--- src/rtl/vga_timing_pkg.sv ---
// ---------------------------------------------------------------------------
// vga_timing_pkg : default raster timing constants and counter width
// Revision 1.0
// ---------------------------------------------------------------------------
`default_nettype none

package vga_timing_pkg;

  localparam int POS_W = 9;

  localparam int H_DISPLAY_DEF = 256;
  localparam int H_FRONT_DEF   = 7;
  localparam int H_SYNC_DEF    = 23;
  localparam int H_BACK_DEF    = 23;

  localparam int V_DISPLAY_DEF = 240;
  localparam int V_BOTTOM_DEF  = 14;
  localparam int V_SYNC_DEF    = 3;
  localparam int V_TOP_DEF     = 5;

  function automatic int axis_total(input int disp, input int front, input int sync, input int back);
    return disp + front + sync + back;
  endfunction

endpackage

`default_nettype wire

--- src/rtl/vga_sync_generator_wrap_counter.sv ---
// ---------------------------------------------------------------------------
// wrap_counter : enabled up-counter that returns to zero after MAX
// Revision 1.0
// ---------------------------------------------------------------------------
`default_nettype none

module wrap_counter #(
  parameter int MAX = 308,
  parameter int W   = 9
) (
  input  logic         clk,
  input  logic         reset,
  input  logic         en,
  output logic [W-1:0] count,
  output logic         wrap
);

  localparam logic [W-1:0] MAX_V = W'(MAX);

  // wrap is a pure decode of the count so a cascaded stage can gate on it
  assign wrap = (count == MAX_V);

  always_ff @(posedge clk or posedge reset) begin
    if (reset) begin
      count <= '0;
    end else if (en) begin
      count <= wrap ? '0 : count + 1'b1;
    end
  end

endmodule

`default_nettype wire

--- src/rtl/vga_sync_generator.sv ---
// ---------------------------------------------------------------------------
// vga_sync_generator : beam counters with zero-latency sync/visible decodes
// Revision 1.0
// ---------------------------------------------------------------------------
`default_nettype none

module vga_sync_generator
  import vga_timing_pkg::*;
#(
  parameter int H_DISPLAY = H_DISPLAY_DEF,
  parameter int H_FRONT   = H_FRONT_DEF,
  parameter int H_SYNC    = H_SYNC_DEF,
  parameter int H_BACK    = H_BACK_DEF,
  parameter int V_DISPLAY = V_DISPLAY_DEF,
  parameter int V_BOTTOM  = V_BOTTOM_DEF,
  parameter int V_SYNC    = V_SYNC_DEF,
  parameter int V_TOP     = V_TOP_DEF
) (
  input  logic             clk,
  input  logic             reset,
  input  logic             ce,
  output logic [POS_W-1:0] hpos,
  output logic [POS_W-1:0] vpos,
  output logic             display_on,
  output logic             hsync,
  output logic             vsync,
  output logic             line_start,
  output logic             frame_start
);

  localparam int H_TOTAL = axis_total(H_DISPLAY, H_FRONT, H_SYNC, H_BACK);
  localparam int V_TOTAL = axis_total(V_DISPLAY, V_BOTTOM, V_SYNC, V_TOP);
  localparam int H_MAX   = H_TOTAL - 1;
  localparam int V_MAX   = V_TOTAL - 1;

  localparam logic [POS_W-1:0] H_DISP_P   = POS_W'(H_DISPLAY);
  localparam logic [POS_W-1:0] V_DISP_P   = POS_W'(V_DISPLAY);
  localparam logic [POS_W-1:0] HS_FIRST_P = POS_W'(H_DISPLAY + H_FRONT);
  localparam logic [POS_W-1:0] HS_LAST_P  = POS_W'(H_DISPLAY + H_FRONT + H_SYNC - 1);
  localparam logic [POS_W-1:0] VS_FIRST_P = POS_W'(V_DISPLAY + V_BOTTOM);
  localparam logic [POS_W-1:0] VS_LAST_P  = POS_W'(V_DISPLAY + V_BOTTOM + V_SYNC - 1);

  // Totals that do not fit the position width would silently alias
  generate
    if (H_TOTAL > (1 << POS_W)) begin : g_h_range_check
      $error("vga_sync_generator: horizontal total %0d exceeds %0d-bit range", H_TOTAL, POS_W);
    end
    if (V_TOTAL > (1 << POS_W)) begin : g_v_range_check
      $error("vga_sync_generator: vertical total %0d exceeds %0d-bit range", V_TOTAL, POS_W);
    end
  endgenerate

  logic h_wrap;
  logic v_wrap;
  logic v_en;

  assign v_en = ce & h_wrap;

  wrap_counter #(.MAX(H_MAX), .W(POS_W)) u_h_counter (
    .clk   (clk),
    .reset (reset),
    .en    (ce),
    .count (hpos),
    .wrap  (h_wrap)
  );

  wrap_counter #(.MAX(V_MAX), .W(POS_W)) u_v_counter (
    .clk   (clk),
    .reset (reset),
    .en    (v_en),
    .count (vpos),
    .wrap  (v_wrap)
  );

  assign display_on  = (hpos < H_DISP_P) && (vpos < V_DISP_P);
  assign hsync       = (hpos >= HS_FIRST_P) && (hpos <= HS_LAST_P);
  assign vsync       = (vpos >= VS_FIRST_P) && (vpos <= VS_LAST_P);
  assign line_start  = (hpos == '0);
  assign frame_start = line_start && (vpos == '0);

endmodule

`default_nettype wire

--- config.mk ---
export PLATFORM = sky130hd
export DESIGN_NAME = vga_sync_generator
export DESIGN_NICKNAME = d
export VERILOG_FILES = /design/src/rtl/vga_timing_pkg.sv /design/src/rtl/vga_sync_generator_wrap_counter.sv /design/src/rtl/vga_sync_generator.sv
export SDC_FILE = /design/constraint.sdc
export NUM_CORES = 1
export LEC_CHECK = 0
export CORE_ASPECT_RATIO = 1.75
export CORE_UTILIZATION = 30
export DETAILED_ROUTE_END_ITERATION = 10
export GPL_TIMING_DRIVEN = 0
export PLACE_DENSITY_LB_ADDON = 0.25
export SLEW_MARGIN = 20
export SYNTH_ARGS = -nofsm -noshare
export SYNTH_HDL_FRONTEND = slang
export SYNTH_SLANG_ARGS = --single-unit
--- constraint.sdc ---
create_clock -name clk -period 3.5 [get_ports clk]
set_clock_uncertainty 0.1 [all_clocks]
set_input_delay 0.875 -clock clk [delete_from_list [all_inputs] [get_ports clk]]
set_output_delay 0.875 -clock clk [all_outputs]
set_load 0.05 [all_outputs]
==> metrics.md, run 1 <==
| Metric | Value |
|---|---|
| Status | `completed` |
| Drt total wl | `approximately 2.7 mm` |
| Synthesis-stage register bit count | `18` |
| Reg2reg start | `u_h_counter.count[0]` |
| I/O pin count | `26` |
| Initial antenna violation count | `0` |
| Pre-CTS setup slack | `around 0.42 ns` |
| Critical path launch point type | `flip-flop` |
| Post-CTS Setup Repair Bufs | `0` |
| Drt drc | `0` |
| Sum Neg Setup Slack | `0 ns` |
| Mapped Avg Cell Area | `just under 9 um2` |
| Sw frac | `0.444` |
| WL/cell | `13.4 um` |
| Post-synth top flop | `dfrtp_1` |
| R2R Path End | `u_v_counter.count[3]` |
| H-tree depth | `1` |
| Internal Dissipation | `around 490 uW` |
| Fin nets | `167` |
| Post-Syn Nets | `around 140` |
| Setup ws final | `around 0.14 ns` |
| Final Non-Filler Cells | `203` |
| Most area-hungry cell type in the Yosys netlist | `dfrtp_1` |
| Grt total ovfl | `0` |
| GPL Wtd Cong | `a little under 0.8` |
| Die span in x | `about 48 um` |
| Worst-case clock buffer depth | `2` |
| Comb pwr share | `0.450` |
| Final Setup Violations | `0` |
| Die area | `4030 um2` |
| Max FO, Critical Path | `7` |
| Worst R2R Setup Slack | `1.25 ns` |
| EDFF count, synth | `0` |
| Ys Warns | `0` |
| # rows | `29` |
| Pins over their slew limit | `0` |
| Latest clock arrival within the worst-skew pair | `between 0.2 and 0.3 ns` |
| Hold Crit Class | `flip-flop to flip-flop` |
| # port buffers | `24` |
| Vias per cell | `~5.3` |
| Drt first-iter violations | `26` |
| Power Dens Cells | `593 nW/um2` |
| Top post-synthesis cells by area | `dfrtp_1 (40%), ha_1 (6.6%), nand2_1 (4.3%)` |
| CTS buffer count | `3` |
| Root Buffer | `clkbuf_8` |
| Worst slew margin | `0.522` |
| Mapped cell area | `between 1000 and 1500 um2` |
| Share of cells above drive strength 1 | `0.0828` |
| Worst Hold Path Cells | `1` |
| DPL Wire Length | `about 2.1 mm` |
| Final ANT Viol Nets | `0` |
| P&R area growth vs syn | `31.8%` |
| Psw | `392 uW` |
| Total global-route track usage | `0.146` |
| Hold_buf cts | `0` |
| Yosys cell types | `33` |
| Largest net degree at the start of global routing | `19` |
| Core area | `around 3600 um2` |
| Hold Startpoint | `u_h_counter.count[7]` |
| Die Height | `83.2 um` |
| R2R cell count | `7` |
| Placed cells | `about 200` |
| Clock Pin Slew Worst Setup and Hold Paths | `around 0.07 ns` |
| Tmin final | `between 3 and 4 ns` |
| Unrepaired setup endpoints after global routing | `false` |
| Resized Gates After CTS | `0` |
| Antenna cell count | `0` |
| Crit path kind | `flip-flop to primary output` |
| # fillers | `375` |
| Asr flop ratio synth | `1.00` |
| Number of clock sinks | `18` |
| Clock Power Share | `0.193` |
| Worst Tran Pin Value | `between 0.7 and 0.8 ns` |
| Max Clock Freq | `0.297 GHz` |
| Final Hold Viols | `0` |
| Max VDD drop | `0.384 mV` |
| Mapped Cells | `129` |
| Seq/Total Area, Yosys | `0.399` |
| First-pass GRT wire length | `~4.7 mm` |
| Area share of the largest cell type after synthesis | `0.399` |
| CTS tree | `done` |
| Total power draw | `883 uW` |
| Via count | `approximately 1.1k` |
| Crit path DAT | `2.39 ns` |
| Starting density of the core | `0.311` |
| Worst Hold Path EP | `u_h_counter.count[7]` |
| Fin crit share | `0.960` |
| DRT Pass-1 Iters | `4` |
| Vias in the first global route | `999` |
| Setup crit end kind | `primary output` |
| Static leakage power | `approximately 0.60 nW` |
| Max Cap Viol | `0` |
| Sequential power share | `0.357` |
| Required @ worst endpoint | `approximately 2.5 ns` |
[metal layers]
metal / part of all wire / global-route usage / vias up / wire, um
met5: 0 / 0 / - / 0
met4: 0.015 / 0.0588 / 0 / 42
met3: 0.046 / 0.0238 / 5 / 124
met2: 0.55 / 0.273 / 42 / 1490
met1: 0.39 / 0.159 / 523 / 1070
li1: - / - / 507 / -
[placed cells by master (no fill, tap or decap), types with 3 or more instances in the layout]
cell             synthesis  layout
a21oi_1                  6       6
clkbuf_1                 3       3
clkbuf_8                 0       4
clkdlybuf4s50_1          0      24
dfrtp_1                 18      18
ha_1                     6       6
inv_1                   11      11
mux2i_1                  4       4
nand2_1                 13      13
nand3_1                  8       8
nand4_1                  7       7
nor2_1                  10      10
nor3_1                   5       5
nor4_1                   4       4
o21ai_0                  4       4
xnor2_1                  3       3
xor2_1                   4       4
[critical path, cell delays in order, from the launching register on]
cell and delay, ns:
dfrtp_1 0.40, clkbuf_1 0.19, nor4_1 0.31, nand2_1 0.13, nor4b_2 0.27, clkdlybuf4s50_1 0.84
[worst max-delay path by stage]
stage,from,end,slack (ns),cells past startpoint
2_1_floorplan,u_h_counter.count[6],frame_start,0.02,4
3_3_place_gp,u_v_counter.count[2],frame_start,0.50,5
3_5_place_dp,u_h_counter.count[6],frame_start,0.42,5
4_1_cts,u_h_counter.count[6],frame_start,0.14,5
5_1_grt,u_v_counter.count[2],frame_start,0.07,5
6_report,u_v_counter.count[2],frame_start,0.14,5
[stage by stage]
| stage | cell area (um2) | hold WS (ns) | util |
|---|---|---|---|
| floorplan | 1140 | 0.683 | - |
| global placement | 1430 | 0.416 | 0.395 |
| detailed placement | 1430 | 0.442 | 0.395 |
| CTS | 1490 | 0.452 | 0.410 |
| global route | 1490 | 0.491 | 0.410 |
| finish | 1490 | 0.453 | 0.410 |
[registers in the layout (all words and copies together) (netlist names)]
signal / cells
u_h_counter.count: 9
u_v_counter.count: 9
[cell families (layout without fill, tap and decap cells)]
family,after synthesis,in the layout,share of synthesized area
adders and majority gates,6,6,0.0664
DFF,18,18,0.399
and+or+nand+nor,62,62,0.301
buffers and inverters,17,45,0.0698
xor gates and xnor gates,7,7,0.0543
AOI/OAI and AO/OA,15,15,0.0742
muxes,4,4,0.0354
[power groups by stage]
stage | Clock, mW | Sequential (mW) | Combinational (mW)
floorplan | 0 | 0.435 | 0.152
global placement | 0 | 0.316 | 0.391
detailed placement | 0 | 0.318 | 0.397
CTS | 0.175 | 0.314 | 0.400
global route | 0.184 | 0.320 | 0.430
finish | 0.170 | 0.315 | 0.397
[Yosys cell counts (2+ instances only)]
library cell and n:
or2_2 2, clkbuf_1 3, nand3_1 8, dfrtp_1 18
nor3_1 5, inv_1 11, o21ai_0 4, a21oi_1 6
nor2_1 10, ha_1 6, xor2_1 4, and3_1 2
nand4_1 7, mux2i_1 4, nor4_1 4, xnor2_1 3
nor4b_1 3, nand2_1 13, buf_4 2
[final cells by class]
cell class	instances	area, um2	area share
plain buffers	6	37.5	0.0252
clock buffers	4	55.1	0.0370
inverters	11	41.3	0.0277
multi-input cells	94	607	0.408
flip-flops and latches	18	450	0.303
well taps	46	57.6	0.0387
repair buffers	24	240	0.161
Power figures use the tool's default switching activity.
==> inputs of run 2 (changes only) <==
--- a/config.mk
+++ b/config.mk
@@ -9,8 +9,8 @@
 export CORE_UTILIZATION = 30
 export DETAILED_ROUTE_END_ITERATION = 10
 export GPL_TIMING_DRIVEN = 0
-export PLACE_DENSITY_LB_ADDON = 0.25
-export SLEW_MARGIN = 20
+export PLACE_DENSITY = 0.58
+export SLEW_MARGIN = 25
 export SYNTH_ARGS = -nofsm -noshare
 export SYNTH_HDL_FRONTEND = slang
 export SYNTH_SLANG_ARGS = --single-unit
==> metrics.md, run 2 (synthesis gave the netlist of run 1 again) <==
| Metric | Value |
|---|---|
| Status | `completed` |
| Cell family with most CP delay | `buffers and inverters` |
| Max VDD drop | `0.367 mV` |
| Core area | `around 3600 um2` |
| Hold Crit Class | `flip-flop to flip-flop` |
| Met1 usage | `0.165` |
| First-pass GRT wire length | `about 4.6 mm` |
| CP max stage cell | `clkdlybuf4s50_1` |
| Clock Power Share | `0.191` |
| Required @ worst endpoint | `roughly 2.5 ns` |
| Post-CTS Setup Repair Bufs | `0` |
| Static leakage power | `just over 0.6 nW` |
| Final Setup Violations | `0` |
| Max Clock Freq | `just over 0.3 GHz` |
| Most Crowded Layer GR | `met2` |
| Most common cell after layout, fill and taps aside | `clkdlybuf4s50_1` |
| Drt total wl | `around 2.6 mm` |
| Comb pwr share | `0.449` |
| GR Layer Usage met3 | `0.0183` |
| Placed cells | `around 200` |
| Final Hold Viols | `0` |
| Root Buffer | `clkbuf_8` |
| Drt drc | `0` |
| Worst Path Buf+Inv | `2` |
| M2 GR Usage | `0.269` |
| Resized Gates After CTS | `0` |
| Vias in the first global route | `999` |
| Worst slew margin | `0.532` |
| CTS tree | `done` |
| # rows | `29` |
| Die Height | `between 80 and 90 um` |
| Fin nets | `167` |
| Starting density of the core | `0.311` |
| Antenna cell count | `0` |
| DRT Pass-1 Iters | `4` |
| Max FO, Critical Path | `7` |
| Critical path launch point type | `flip-flop` |
| Total global-route track usage | `0.142` |
| # port buffers | `24` |
| CTS buffer count | `3` |
| Tmin final | `about 3.3 ns` |
| Worst-case clock buffer depth | `2` |
| Internal Dissipation | `just under 500 uW` |
| Fin crit share | `0.945` |
| Via count | `about 1.1k` |
| Psw | `just under 400 uW` |
| I/O pin count | `26` |
| Die area | `a little over 4000 um2` |
| Post-Place Cell Area | `around 1400 um2` |
| Final ANT Viol Nets | `0` |
| Biggest regs | `u_h_counter.count: 9 flops, u_v_counter.count: 9 flops` |
| Finished Cell Area | `1490 um2` |
| Crit path kind | `flip-flop to primary output` |
| Total power draw | `around 900 uW` |
| Share of cells above drive strength 1 | `0.0828` |
| Crit path DAT | `2.33 ns` |
| Unrepaired setup endpoints after global routing | `false` |
| Number of clock sinks | `18` |
| Sequential power share | `0.361` |
| Grt total ovfl | `0` |
| Latest clock arrival within the worst-skew pair | `around 0.25 ns` |
| CP Cell Sequence | `clkbuf_1 -> nor4_1 -> nand2_1 -> nor4b_2 -> clkdlybuf4s50_1` |
| Final Non-Filler Cells | `203` |
| Worst R2R Setup Slack | `between 1 and 1.5 ns` |
| Largest net degree at the start of global routing | `19` |
| Slowest stage delay, CP | `about 0.84 ns` |
| WL/cell | `roughly 13 um` |
| P&R area growth vs syn | `31.8%` |
| Sw frac | `0.441` |
| Max Cap Viol | `0` |
| Pins over their slew limit | `0` |
| Drt first-iter violations | `14` |
| Most frequent cells in the layout | `clkdlybuf4s50_1 (24), dfrtp_1 (18), nand2_1 (13), inv_1 (11), nor2_1 (10)` |
| Worst Tran Pin Value | `~0.70 ns` |
| H-tree depth | `1` |
| Power Dens Cells | `between 500 and 600 nW/um2` |
| Setup crit end kind | `primary output` |
| Initial antenna violation count | `0` |
| Vias per cell | `~5.2` |
| Sum Neg Setup Slack | `0 ns` |
| Clock Pin Slew Worst Setup and Hold Paths | `around 0.070 ns` |
| GPL Wtd Cong | `0.802` |
| Hold_buf cts | `0` |
| DPL Wire Length | `a little over 2 mm` |
| Die span in x | `just under 50 um` |
==> run 2: path summary, 6_finish.rpt <==
check / startpoint / endpoint / cells after the start
min in group asynchronous: reset / u_v_counter.count[1] / 2
max reg2reg: u_h_counter.count[0] / u_v_counter.count[3] / 7
min: u_h_counter.count[7] / u_h_counter.count[7] / 1
min reg2reg: u_h_counter.count[7] / u_h_counter.count[7] / 1
max: u_v_counter.count[2] / frame_start / 5
max in group asynchronous: reset / u_v_counter.count[3] / 2
==> run 2: per-stage QoR <==
stage	worst slack, ns	util	hold WS (ns)
final	0.194	0.410	0.425
after detailed placement	0.471	0.395	0.416
after CTS	0.182	0.410	0.429
after global placement	0.494	0.395	0.419
after floorplan	0.0160	-	0.683
after global routing	0.0458	0.410	0.440
==> run 2: layout make-up <==
type                    instances  area (um2)
plain buffers                   6        37.5
clock buffers                   4        55.1
fillers                       380        2140
inverters                      11        41.3
multi-input cells              94         607
flip-flops and latches         18         450
well taps                      46        57.6
repair buffers                 24         240
==> run 2: power by group through the flow <==
stage          logic [mW]  registers, mW  clock network, mW
2_1_floorplan       0.152          0.435                  0
3_3_place_gp        0.391          0.318                  0
3_5_place_dp        0.397          0.318                  0
4_1_cts             0.399          0.316              0.172
5_1_grt             0.424          0.322              0.184
6_report            0.393          0.316              0.167
==> run 2: routing by layer <==
| layer | wire length [um] | vias to the layer above |
|---|---|---|
| met2 | 1430 | 33 |
| met5 | 0 | - |
| met4 | 15 | 0 |
| li1 | - | 507 |
| met1 | 1090 | 518 |
| met3 | 105 | 2 |
